<file path="src/rtl/roic_readout_sequencer.sv">
`default_nettype none
// ============================================================================
// Module   : roic_readout_sequencer
// Brief    : Walks enabled ROIC channels per row, issuing one-hot read strobes
//            and dummy slots paced by downstream ready; reports row/frame done.
// Revision : 1.0 - initial release
// ============================================================================
module roic_readout_sequencer #(
    parameter int NUM_CH       = 12,
    parameter int WORDS_PER_CH = 256,
    parameter int DUMMY_WORDS  = 4,
    parameter int ROW_W        = 12,
    parameter int WORD_W       = (WORDS_PER_CH > 1) ? $clog2(WORDS_PER_CH) : 1
) (
    input  logic              i_eim_clk,
    input  logic              i_eim_rst,
    input  logic              i_frame_start,
    input  logic [ROW_W-1:0]  i_num_rows,
    input  logic [NUM_CH-1:0] i_ch_enable,
    input  logic              i_row_start,
    input  logic              i_rd_ready,
    input  logic              i_abort,
    output logic [NUM_CH-1:0] o_read_mem,
    output logic              o_s_dummy_valid,
    output logic [WORD_W-1:0] o_word_addr,
    output logic [ROW_W-1:0]  o_row_idx,
    output logic              o_busy,
    output logic              o_row_done,
    output logic              o_frame_done,
    output logic              o_row_start_lost
);

    localparam int CH_W = (NUM_CH > 1) ? $clog2(NUM_CH) : 1;
    localparam int DW_W = (DUMMY_WORDS > 1) ? $clog2(DUMMY_WORDS) : 1;
    localparam logic [WORD_W-1:0] c_last_word  = WORD_W'(WORDS_PER_CH - 1);
    localparam logic [DW_W-1:0]   c_last_dummy = DW_W'(DUMMY_WORDS - 1);

    typedef enum logic [2:0] {
        S_IDLE     = 3'd0,
        S_WAIT_ROW = 3'd1,
        S_READ     = 3'd2,
        S_DUMMY    = 3'd3,
        S_ROW_END  = 3'd4
    } state_t;

    state_t              r_state;
    state_t              w_state_nx;
    logic [NUM_CH-1:0]   r_mask;
    logic [ROW_W-1:0]    r_num_rows;
    logic [ROW_W-1:0]    r_row_idx;
    logic [CH_W-1:0]     r_ch;
    logic [WORD_W-1:0]   r_word_addr;
    logic [DW_W-1:0]     r_dummy_cnt;
    logic                r_lost;

    logic [CH_W-1:0]     w_first_ch;
    logic [CH_W-1:0]     w_next_ch;
    logic                w_next_vld;
    logic                w_last_word;
    logic                w_last_dummy;
    logic                w_last_row;
    logic                w_accept;

    // Downward scan leaves the lowest qualifying channel as the final winner.
    always_comb begin
        w_first_ch = '0;
        w_next_ch  = '0;
        w_next_vld = 1'b0;
        for (int i = NUM_CH - 1; i >= 0; i--) begin
            if (r_mask[i]) begin
                w_first_ch = CH_W'(i);
                if (CH_W'(i) > r_ch) begin
                    w_next_ch  = CH_W'(i);
                    w_next_vld = 1'b1;
                end
            end
        end
    end

    assign w_last_word  = (r_word_addr == c_last_word);
    assign w_last_dummy = (r_dummy_cnt == c_last_dummy);
    assign w_last_row   = (r_row_idx == (r_num_rows - ROW_W'(1)));
    assign w_accept     = i_frame_start && (|i_num_rows) && (|i_ch_enable);

    always_comb begin
        w_state_nx       = r_state;
        o_read_mem       = '0;
        o_s_dummy_valid  = 1'b0;
        o_word_addr      = '0;
        o_row_idx        = '0;
        o_busy           = 1'b0;
        o_row_done       = 1'b0;
        o_frame_done     = 1'b0;
        o_row_start_lost = 1'b0;

        case (r_state)
            S_IDLE:     if (w_accept) w_state_nx = S_WAIT_ROW;
            S_WAIT_ROW: if (i_row_start) w_state_nx = S_READ;
            S_READ: begin
                if (i_rd_ready && w_last_word && !w_next_vld)
                    w_state_nx = (DUMMY_WORDS > 0) ? S_DUMMY : S_ROW_END;
            end
            S_DUMMY:    if (i_rd_ready && w_last_dummy) w_state_nx = S_ROW_END;
            S_ROW_END:  w_state_nx = w_last_row ? S_IDLE : S_WAIT_ROW;
            default:    w_state_nx = S_IDLE;
        endcase

        // Abort blanks every output in the cycle it is seen.
        if (i_abort) begin
            w_state_nx = S_IDLE;
        end else begin
            if (r_state == S_READ && i_rd_ready)
                o_read_mem = NUM_CH'(1) << r_ch;
            o_s_dummy_valid  = (r_state == S_DUMMY) && i_rd_ready;
            o_word_addr      = r_word_addr;
            o_row_idx        = r_row_idx;
            o_busy           = (r_state != S_IDLE);
            o_row_done       = (r_state == S_ROW_END);
            o_frame_done     = (r_state == S_ROW_END) && w_last_row;
            o_row_start_lost = r_lost;
        end
    end

    always_ff @(posedge i_eim_clk or posedge i_eim_rst) begin
        if (i_eim_rst) begin
            r_state     <= S_IDLE;
            r_mask      <= '0;
            r_num_rows  <= '0;
            r_row_idx   <= '0;
            r_ch        <= '0;
            r_word_addr <= '0;
            r_dummy_cnt <= '0;
            r_lost      <= 1'b0;
        end else if (i_abort) begin
            r_state     <= S_IDLE;
            r_mask      <= '0;
            r_num_rows  <= '0;
            r_row_idx   <= '0;
            r_ch        <= '0;
            r_word_addr <= '0;
            r_dummy_cnt <= '0;
            r_lost      <= 1'b0;
        end else begin
            r_state <= w_state_nx;
            r_lost  <= i_row_start && (r_state == S_READ || r_state == S_DUMMY ||
                                       r_state == S_ROW_END);
            case (r_state)
                S_IDLE: begin
                    if (w_accept) begin
                        r_mask     <= i_ch_enable;
                        r_num_rows <= i_num_rows;
                        r_row_idx  <= '0;
                    end
                end
                S_WAIT_ROW: begin
                    if (i_row_start) begin
                        r_ch        <= w_first_ch;
                        r_word_addr <= '0;
                        r_dummy_cnt <= '0;
                    end
                end
                S_READ: begin
                    if (i_rd_ready) begin
                        if (w_last_word) begin
                            r_word_addr <= '0;
                            if (w_next_vld) r_ch <= w_next_ch;
                        end else begin
                            r_word_addr <= r_word_addr + WORD_W'(1);
                        end
                    end
                end
                S_DUMMY: begin
                    if (i_rd_ready) r_dummy_cnt <= r_dummy_cnt + DW_W'(1);
                end
                S_ROW_END: begin
                    r_dummy_cnt <= '0;
                    r_row_idx   <= w_last_row ? '0 : r_row_idx + ROW_W'(1);
                end
                default: ;
            endcase
        end
    end

endmodule
`default_nettype wire

</file>
<file path="config.mk">
export PLATFORM = sky130hd
export DESIGN_NAME = roic_readout_sequencer
export DESIGN_NICKNAME = d
export VERILOG_FILES = /design/src/rtl/roic_readout_sequencer.sv
export SDC_FILE = /design/constraint.sdc
export NUM_CORES = 1
export LEC_CHECK = 0
export ABC_AREA = 1
export CAP_MARGIN = 20
export CORE_ASPECT_RATIO = 2
export CORE_UTILIZATION = 55
export CTS_BUF_LIST = sky130_fd_sc_hd__clkbuf_8
export DETAILED_ROUTE_END_ITERATION = 7
export PLACE_DENSITY_LB_ADDON = 0.2
export SYNTH_ARGS = -nofsm -noshare
export SYNTH_HDL_FRONTEND = slang
export SYNTH_SLANG_ARGS = --single-unit
</file>
<file path="constraint.sdc">
create_clock -name i_eim_clk -period 2.55 [get_ports i_eim_clk]
set_input_delay 0.765 -clock i_eim_clk [delete_from_list [all_inputs] [get_ports i_eim_clk]]
set_output_delay 0.765 -clock i_eim_clk [all_outputs]
set_load 0.01 [all_outputs]
</file>
======== Word-level counts from Yosys, hierarchy flattened ========
Index checks and enable logic that the tools add are counted.
word-level totals
  input port bits ......................... 30
  output and inout port bits .............. 37
  register bits after elaboration ......... 54
operators by class
  eq/ne operators ......................... 15
  add/subtract/negate cells ............... 4
  shifts and indexed selects .............. 1
  reduce and logical (&&, ||, !) cells .... 27
  muxes and demuxes ....................... 102
  magnitude comparators ................... 12
operator list
  cell                     number
  $mux W4                  41
  $mux W12                 12
  $mux W8                  5
  $mux W1                  31
  $ne A3 B3 Y1 const B     8
  $pmux W12 S2             1
  $reduce_or A12 Y1        2
  $gt A3 B4 Y1 const A     4
  $gt A4 B4 Y1 const A     4
  $pmux W8 S2              1
  $mux W3                  5
  $pmux W3 S5              1
  $add A12 B1 Y12 const B  1
  $eq A12 B12 Y1           1
  $shl A1 B4 Y12 const A   1
  $sub A12 B1 Y12 const B  1
  $logic_and A1 B1 Y1      9
  $reduce_bool A3 Y1       3
  $add A8 B1 Y8 const B    1
  $eq A8 B8 Y1 const B     1
  $gt A1 B4 Y1 const A     2
  $gt A2 B4 Y1 const A     2
  $pmux W4 S2              1
  $eq A3 B2 Y1 const B     2
  15 further kinds         21

======== Depth between registers and ports, before layout ========
Gate-level depths: netlist of run 1.
  word-level depth ........................ 30
  mapped depth ............................ 17
  depth with buffers taken out ............ 16

======== Least setup slack after synthesis of run 1 ========
Ideal clock, no wire load.
  path kind ............................... register -> output
  from .................................... register r_num_rows[0]
  to ...................................... output port o_frame_done
  path slack .............................. 2 ps
  arrival ................................. 1,783 ps
  stages on the path, launching flop included .. 12
  required time ........................... 1,785 ps
  path buffers ............................ 0
  path through ............................ dfrtp_1 > inv_1 > ha_1 > nand3_2 > nor2_4 > xor2_1 > nand2_1 > nor2_1 > nand2_1 > nor2_2 > nand3_2 > nor3_1
on the way
  longest elaborated chain between the ends .. 4
RTL lines
  element                 RTL line  text
  from (decl)             49        logic [ROW_W-1:0] r_num_rows;
  from (signal assigned)  151       r_num_rows <= i_num_rows;
  $sub A12 B1 Y12         82        assign w_last_row = (r_row_idx == (r_num_rows - ROW_W'(1)));
  $eq A12 B12 Y1          82
  $logic_and A1 B1 Y1     119       o_frame_done = (r_state == S_ROW_END) && w_last_row;
  $mux W1                 109       if (i_abort) begin
  to (decl)               29        output logic o_frame_done,
No other way between the ends.

======== Worst setup path after layout of run 1 ========
Ends and elaborated chain as after synthesis.

==> results of run 1 <==
worst register-to-register path: cells and delay by family, from the launching register on:
kind	cells	cell delay, ns
adder cells (fa/ha/maj)	1	0.15
buffers and inverters	2	0.24
AND/OR/NAND/NOR	8	0.84
XOR/XNOR	1	0.20
flip-flops	1	0.40
AO/OA/AOI/OAI	1	0.09
cell families after synthesis:
family / count (synthesis) / share of synthesized area [%]
and+or+nand+nor: 321 / 38.19
buffers and inverters: 105 / 10.80
DFF: 54 / 35.23
xor gates and xnor gates: 15 / 3.425
adders and majority gates: 4 / 1.305
AOI/OAI and AO/OA: 79 / 11.06
registers in the layout (all words and copies together), names as in the netlist:
| signal | flops |
|---|---|
| r_dummy_cnt | 2 |
| r_mask | 12 |
| r_state | 3 |
| r_word_addr | 8 |
| r_lost | 1 |
| r_ch | 4 |
| r_row_idx | 12 |
| r_num_rows | 12 |
cell usage in the layout (no fill, tap or decap), types with 5 or more instances in the layout:
cell type / synthesis / layout
nor2_1: 82 / 75
o21ai_1: 6 / 7
dfrtp_1: 54 / 53
nand2_1: 116 / 116
nor3_1: 18 / 16
nand4_1: 14 / 14
o21ai_0: 40 / 39
buf_4: 4 / 72
clkbuf_8: 0 / 5
clkdlybuf4s50_1: 0 / 27
inv_1: 81 / 78
dlygate4sd2_1: 0 / 25
xor2_1: 13 / 12
clkbuf_2: 2 / 5
clkdlybuf4s15_1: 0 / 5
nand2_2: 6 / 6
inv_2: 8 / 13
nor2_4: 5 / 6
nor2_2: 8 / 14
a21oi_1: 22 / 20
nand3_1: 61 / 59
cell type report:
cell class                 instances  area [um^2]  area share, %
multi-input combinational        419         2148          41.07
tap                               88        110.1          2.105
sequential                        54         1353          25.86
clock inverter                     3        37.54         0.7175
clock buffer                       5        68.82          1.315
inverter                          90        342.8          6.553
timing repair buffer             140         1171          22.39
per-stage QoR:
step	total power (uW)	setup TNS (ns)	util [%]	hold WS, ns
final	3687	-0.3572	78.38	0.5422
after global routing	3968	-0.5026	78.38	0.5685
after CTS	3632	-0.3436	78.10	0.5422
after detailed placement	2998	-16.70	75.85	0.5216
after global placement	2946	-15.30	75.85	0.5047
after floorplan	2344	0	-	0.4845
per-layer routing:
layer	wire, um	vias to the layer above
met2	6581	149
met3	427	46
met5	0	-
met1	3934	2042
li1	-	2120
met4	630	0
repair_timing:
action | in CTS | in global routing
pin swaps | 3 | 8
setup endpoints to repair | 37 | 14
buffers inserted | 5 | 2
resized for setup | 66 | 24
worst paths after layout:
check	start	to	cells after the start	slack [ns]
max reg2reg	r_num_rows[0]$_DFFE_PP0P_	r_row_idx[8]$_DFFE_PP0P_	13	0.51
min reg2reg	r_dummy_cnt[0]$_DFFE_PP0P_	r_dummy_cnt[0]$_DFFE_PP0P_	1	0.54
max in group asynchronous	i_eim_rst	r_row_idx[1]$_DFFE_PP0P_	3	1.49
min	r_dummy_cnt[0]$_DFFE_PP0P_	r_dummy_cnt[0]$_DFFE_PP0P_	1	0.54
min in group asynchronous	i_eim_rst	r_word_addr[6]$_DFFE_PP0P_	3	0.81
max	r_num_rows[0]$_DFFE_PP0P_	o_frame_done	12	-0.36
power by group:
part / leakage, uW / internal, uW / switching (uW)
registers: 0.000723 / 997 / 139
clock network: 0.0000607 / 287 / 290
logic: 0.00188 / 748 / 1230
total: 0.00266 / 2030 / 1650
==> qor.csv, run 1 <==
metric,value,unit
period utilisation layout,114.0,%
Die ar.,7333,um^2
Netlist cell types,38,
post-placement cell area,5062,um^2
Most used DFF post-synth,dfrtp_1,
worst setup margin,-0.3572,ns
CP most frequent cell,nand2_1,
Mapped Cells,578,
Nets,744,
CTS tree,yes,
worst-case clock skew,0.01004,ns
DR WL/cell,14.48,um
row count,42,
vias in the first global route,4367,
initial antenna violation count,0,
Layout area overhead,36.37,%
"non-filler cells, final",799,
GR Layer Usage met2,62.64,%
"CP delay by family, top",simple AND/OR/NAND/NOR gates,
"Max FO, Critical Path",4,
proportion of layout cells with a drive suffix above 1,20.68,%
Slew HR,68.83,%
Routed Wire Length,11.57,mm
Buf/Inv on CP,2,
final instance area,5231,um^2
P_leak,0.002662,uW
Die Y,120.1,um
diode count,0,
post-synthesis cell area,3836,um^2
ys async rst share,100.0,%
largest net degree at the start of global routing,55,
CP max-delay cell,dfrtp_1,
Worst VDD drop,0.6473,mV
setup violators final,1,
sequential area share after synthesis,35.23,%
grt met3 use,6.358,%
initial core utilization,57.48,%
"top cells by count, synth","nand2_1, nor2_1, inv_1",
failing checks,setup timing,
total number of vias,4357,
Root Driver,clkbuf_8,
Worst Setup End Kind,output pin,
GPL Wtd Cong,0.9197,
first-pass GRT wire length,18.88,mm
status,"complete, but fails checks",
unrepaired setup endpoints after global routing,true,
top cell type's share of synthesized area,35.23,%
GRT overflow,0,
Synth Net Count,612,
final hold violation count,0,
worst hold path type,reg2reg,
worst-margin pin slew,0.4633,ns
Num CTS Buffers,5,
clock sinks,54,
crit start category,register,
Post-Place Cells,784,
1st-iter DRT viols,261,
clock slew at reported path FFs,0.10,ns
Syn. warnings,0,
top area cells in the synthesized netlist,"dfrtp_1, nand2_1, nor2_1",
most frequent cell after synthesis,nand2_1,
Remaining DRCs,0,
detailed placement HPWL,8.838,mm
worst slack at placement,-0.7286,ns
Filler cells,551,
largest buffer count on any clock path,2,
PwrDens,704.7,nW/um^2
ANT nets after route,0,
crit-path max cell delay,0.40,ns
syn_area_per_cell,6.637,um^2
Post-synth EDFFs,0,
Tot GR Track Use,34.54,%
Placeable Area,6674,um^2
cell taking the most area after synthesis,dfrtp_1,
gr busiest metal,met2,
required time worst endpoint,1.79,ns
Via-to-Cell Ratio,5.453,
DRT Pass-1 Iters,6,
Max Transition Viols Final,0,
#FFs+latches synth,54,
crit path time final,2.907,ns
Port Buffers,66,
grt met1 use,32.86,%
Die X,61.06,um
# Max-Cap Violations,0,
H-tree Lvls,2,
I/O Pins,67,
CTS hold repair buffers,0,
clock latency on the worst-skew pair,0.32,ns
fmax,344.0,MHz
CP Cell Sequence,inv_2 -> ha_4 -> nand3_4 -> nor2_4 -> xor2_1 -> nand2_1 -> nor2_1 -> nand2_1 -> nor2_2 -> nand3_2 -> nor3_2 -> buf_2,
Worst EP arrival,2.14,ns
crit path kind,reg2out,
Note: power is estimated with default switching activity, not from simulation.
==> run 2: changes to the inputs <==
--- a/config.mk
+++ b/config.mk
@@ -6,7 +6,7 @@
 export NUM_CORES = 1
 export LEC_CHECK = 0
 export ABC_AREA = 1
-export CAP_MARGIN = 20
+export CAP_MARGIN = 5
 export CORE_ASPECT_RATIO = 2
 export CORE_UTILIZATION = 55
 export CTS_BUF_LIST = sky130_fd_sc_hd__clkbuf_8
==> results of run 2 <==
Same layout as run 1: the final DEF is identical, and so are final timing and power.
==> run 3: changes to the inputs <==
--- a/config.mk
+++ b/config.mk
@@ -11,7 +11,7 @@
 export CORE_UTILIZATION = 55
 export CTS_BUF_LIST = sky130_fd_sc_hd__clkbuf_8
 export DETAILED_ROUTE_END_ITERATION = 7
-export PLACE_DENSITY_LB_ADDON = 0.2
+export PLACE_DENSITY = 0.83
 export SYNTH_ARGS = -nofsm -noshare
 export SYNTH_HDL_FRONTEND = slang
 export SYNTH_SLANG_ARGS = --single-unit
==> qor.csv, run 3 (synthesized netlist as in run 1, its figures left out) <==
metric,value,unit
Top Metal Used,met4,
Port Buffers,66,
Filler cells,506,
initial antenna violation count,0,
Placeable Area,6674,um^2
WL met2,6.578,mm
crit-path max cell delay,0.40,ns
final hold violation count,0,
crit path time final,2.920,ns
"Max FO, Critical Path",3,
DRT Pass-1 Iters,6,
worst setup margin,-0.3697,ns
met3 WL,324,um
multi-input logic area,2186,um^2
largest buffer count on any clock path,2,
setup TNS,-0.3697,ns
period utilisation layout,114.5,%
cell depth of the worst setup path,14,
PwrDens,715.3,nW/um^2
Slew HR,60.69,%
initial core utilization,57.48,%
Die ar.,7333,um^2
required time worst endpoint,1.79,ns
worst hold path type,reg2reg,
largest net degree at the start of global routing,55,
"CP delay by family, top",simple AND/OR/NAND/NOR gates,
unrepaired setup endpoints after global routing,true,
Register-to-Register Path Depth,20,
worst-case clock skew,0.01107,ns
CP Cell Sequence,inv_2 -> ha_4 -> buf_4 -> inv_1 -> nand2_2 -> nand2_2 -> nand2_1 -> nand3_2 -> nor3_2 -> nand2_1 -> nor2_2 -> nand3_2 -> nor3_2 -> buf_2,
crit path kind,reg2out,
CP max-delay cell,dfrtp_1,
I/O Pins,67,
row count,42,
clock sinks,54,
Worst Setup End Kind,output pin,
Worst EP arrival,2.15,ns
H-tree Lvls,2,
crit start category,register,
M1 wire length,3.932,mm
CTS tree,yes,
Die Y,120.1,um
diode count,0,
vias in the first global route,4339,
CTS hold repair buffers,0,
total number of vias,4399,
1st-iter DRT viols,219,
Layout area overhead,38.49,%
status,"complete, but fails checks",
Routed Wire Length,11.75,mm
Root Driver,clkbuf_8,
Max Transition Viols Final,0,
worst slack at placement,-0.7772,ns
detailed placement HPWL,8.851,mm
"commonest non-fill, non-tap cell in the layout",nand2_1,
FF/Latch Area,1351,um^2
clock latency on the worst-skew pair,0.32,ns
Tot GR Track Use,34.42,%
post-placement cell area,5055,um^2
GPL Wtd Cong,0.9259,
Remaining DRCs,0,
clock slew at reported path FFs,0.09,ns
Die X,61.06,um
# Max-Cap Violations,0,
failing checks,setup timing,
setup violators final,1,
"commonest non-fill, non-tap cells in the layout","nand2_1, nor2_1, inv_1, buf_4, nand3_1",
Buf/Inv on CP,4,
Worst VDD drop,0.6461,mV
Largest regs,"r_mask (12), r_num_rows (12), r_row_idx (12)",
ANT nets after route,0,
Worst Hold Slack,0.5359,ns
WHS Path Cells,1,
worst-margin pin slew,0.5843,ns
final instance area,5313,um^2
Via-to-Cell Ratio,5.485,
DR WL/cell,14.65,um
Num CTS Buffers,5,
proportion of layout cells with a drive suffix above 1,21.71,%
Nets,748,
first-pass GRT wire length,18.89,mm
P_leak,0.002747,uW
fmax,342.5,MHz
GRT overflow,0,
## run 3: worst paths after layout
check                                                 from                    endpoint  slack [ns]
worst max register to register   r_num_rows[1]$_DFFE_PP0P_      r_state[0]$_DFFE_PP0P_        0.27
worst min-delay path            r_dummy_cnt[0]$_DFFE_PP0P_  r_dummy_cnt[0]$_DFFE_PP0P_        0.54
min in group asynchronous                        i_eim_rst         r_ch[0]$_DFFE_PP0P_        0.81
worst min register to register  r_dummy_cnt[0]$_DFFE_PP0P_  r_dummy_cnt[0]$_DFFE_PP0P_        0.54
worst max-delay path             r_num_rows[1]$_DFFE_PP0P_                o_frame_done       -0.37
max in group asynchronous                        i_eim_rst    r_row_idx[0]$_DFFE_PP0P_        1.49
## run 3: final cells by class
cell class              count  area share (%)
clock inverters             1          0.5652
clock buffers               6           1.554
inverters                  90           6.382
flip-flops and latches     54           25.44
well taps                  88           2.073
multi-input cells         419           41.14
repair buffers            144           22.84
## run 3: worst register-to-register path, cell delays in order, from the launching register on
cell,delay [ns]
dfrtp_1,0.40
inv_2,0.08
ha_4,0.15
buf_4,0.11
inv_1,0.05
nand2_2,0.07
nand2_2,0.06
nand2_1,0.09
nand3_2,0.08
nor3_2,0.10
nand2_1,0.08
nor2_2,0.12
buf_4,0.12
buf_4,0.09
buf_4,0.09
buf_4,0.09
buf_4,0.10
buf_4,0.09
nand4_1,0.06
nand3_1,0.08
nand2_1,0.05
## run 3: through the flow
| stage | std cells | power, uW | util, % |
|---|---|---|---|
| after floorplan | 578 | 2344 | - |
| after global placement | 783 | 2970 | 75.74 |
| after detailed placement | 783 | 3030 | 75.74 |
| after CTS | 803 | 3701 | 78.80 |
| after global routing | 802 | 4073 | 79.60 |
| final | 802 | 3800 | 79.60 |
## run 3: report_power, final
part | leakage, uW | switching [uW] | internal, uW
logic | 0.00196 | 1270 | 804
clock network | 0.0000573 | 285 | 315
registers | 0.000724 | 126 | 996
## run 3: repair_timing
item                                    in CTS  in global routing
pin swaps                                    6                  9
gates resized for setup                     67                 20
hold endpoints to repair                     0                  0
endpoints found under the setup margin      37                  6
buffers inserted                            13                  3
## run 3: per-layer routing
metal,global-route usage [%],vias up
li1,-,2127
met3,3.772,79
met4,25.43,0
met5,0,-
met1,32.96,2052
met2,62.23,141
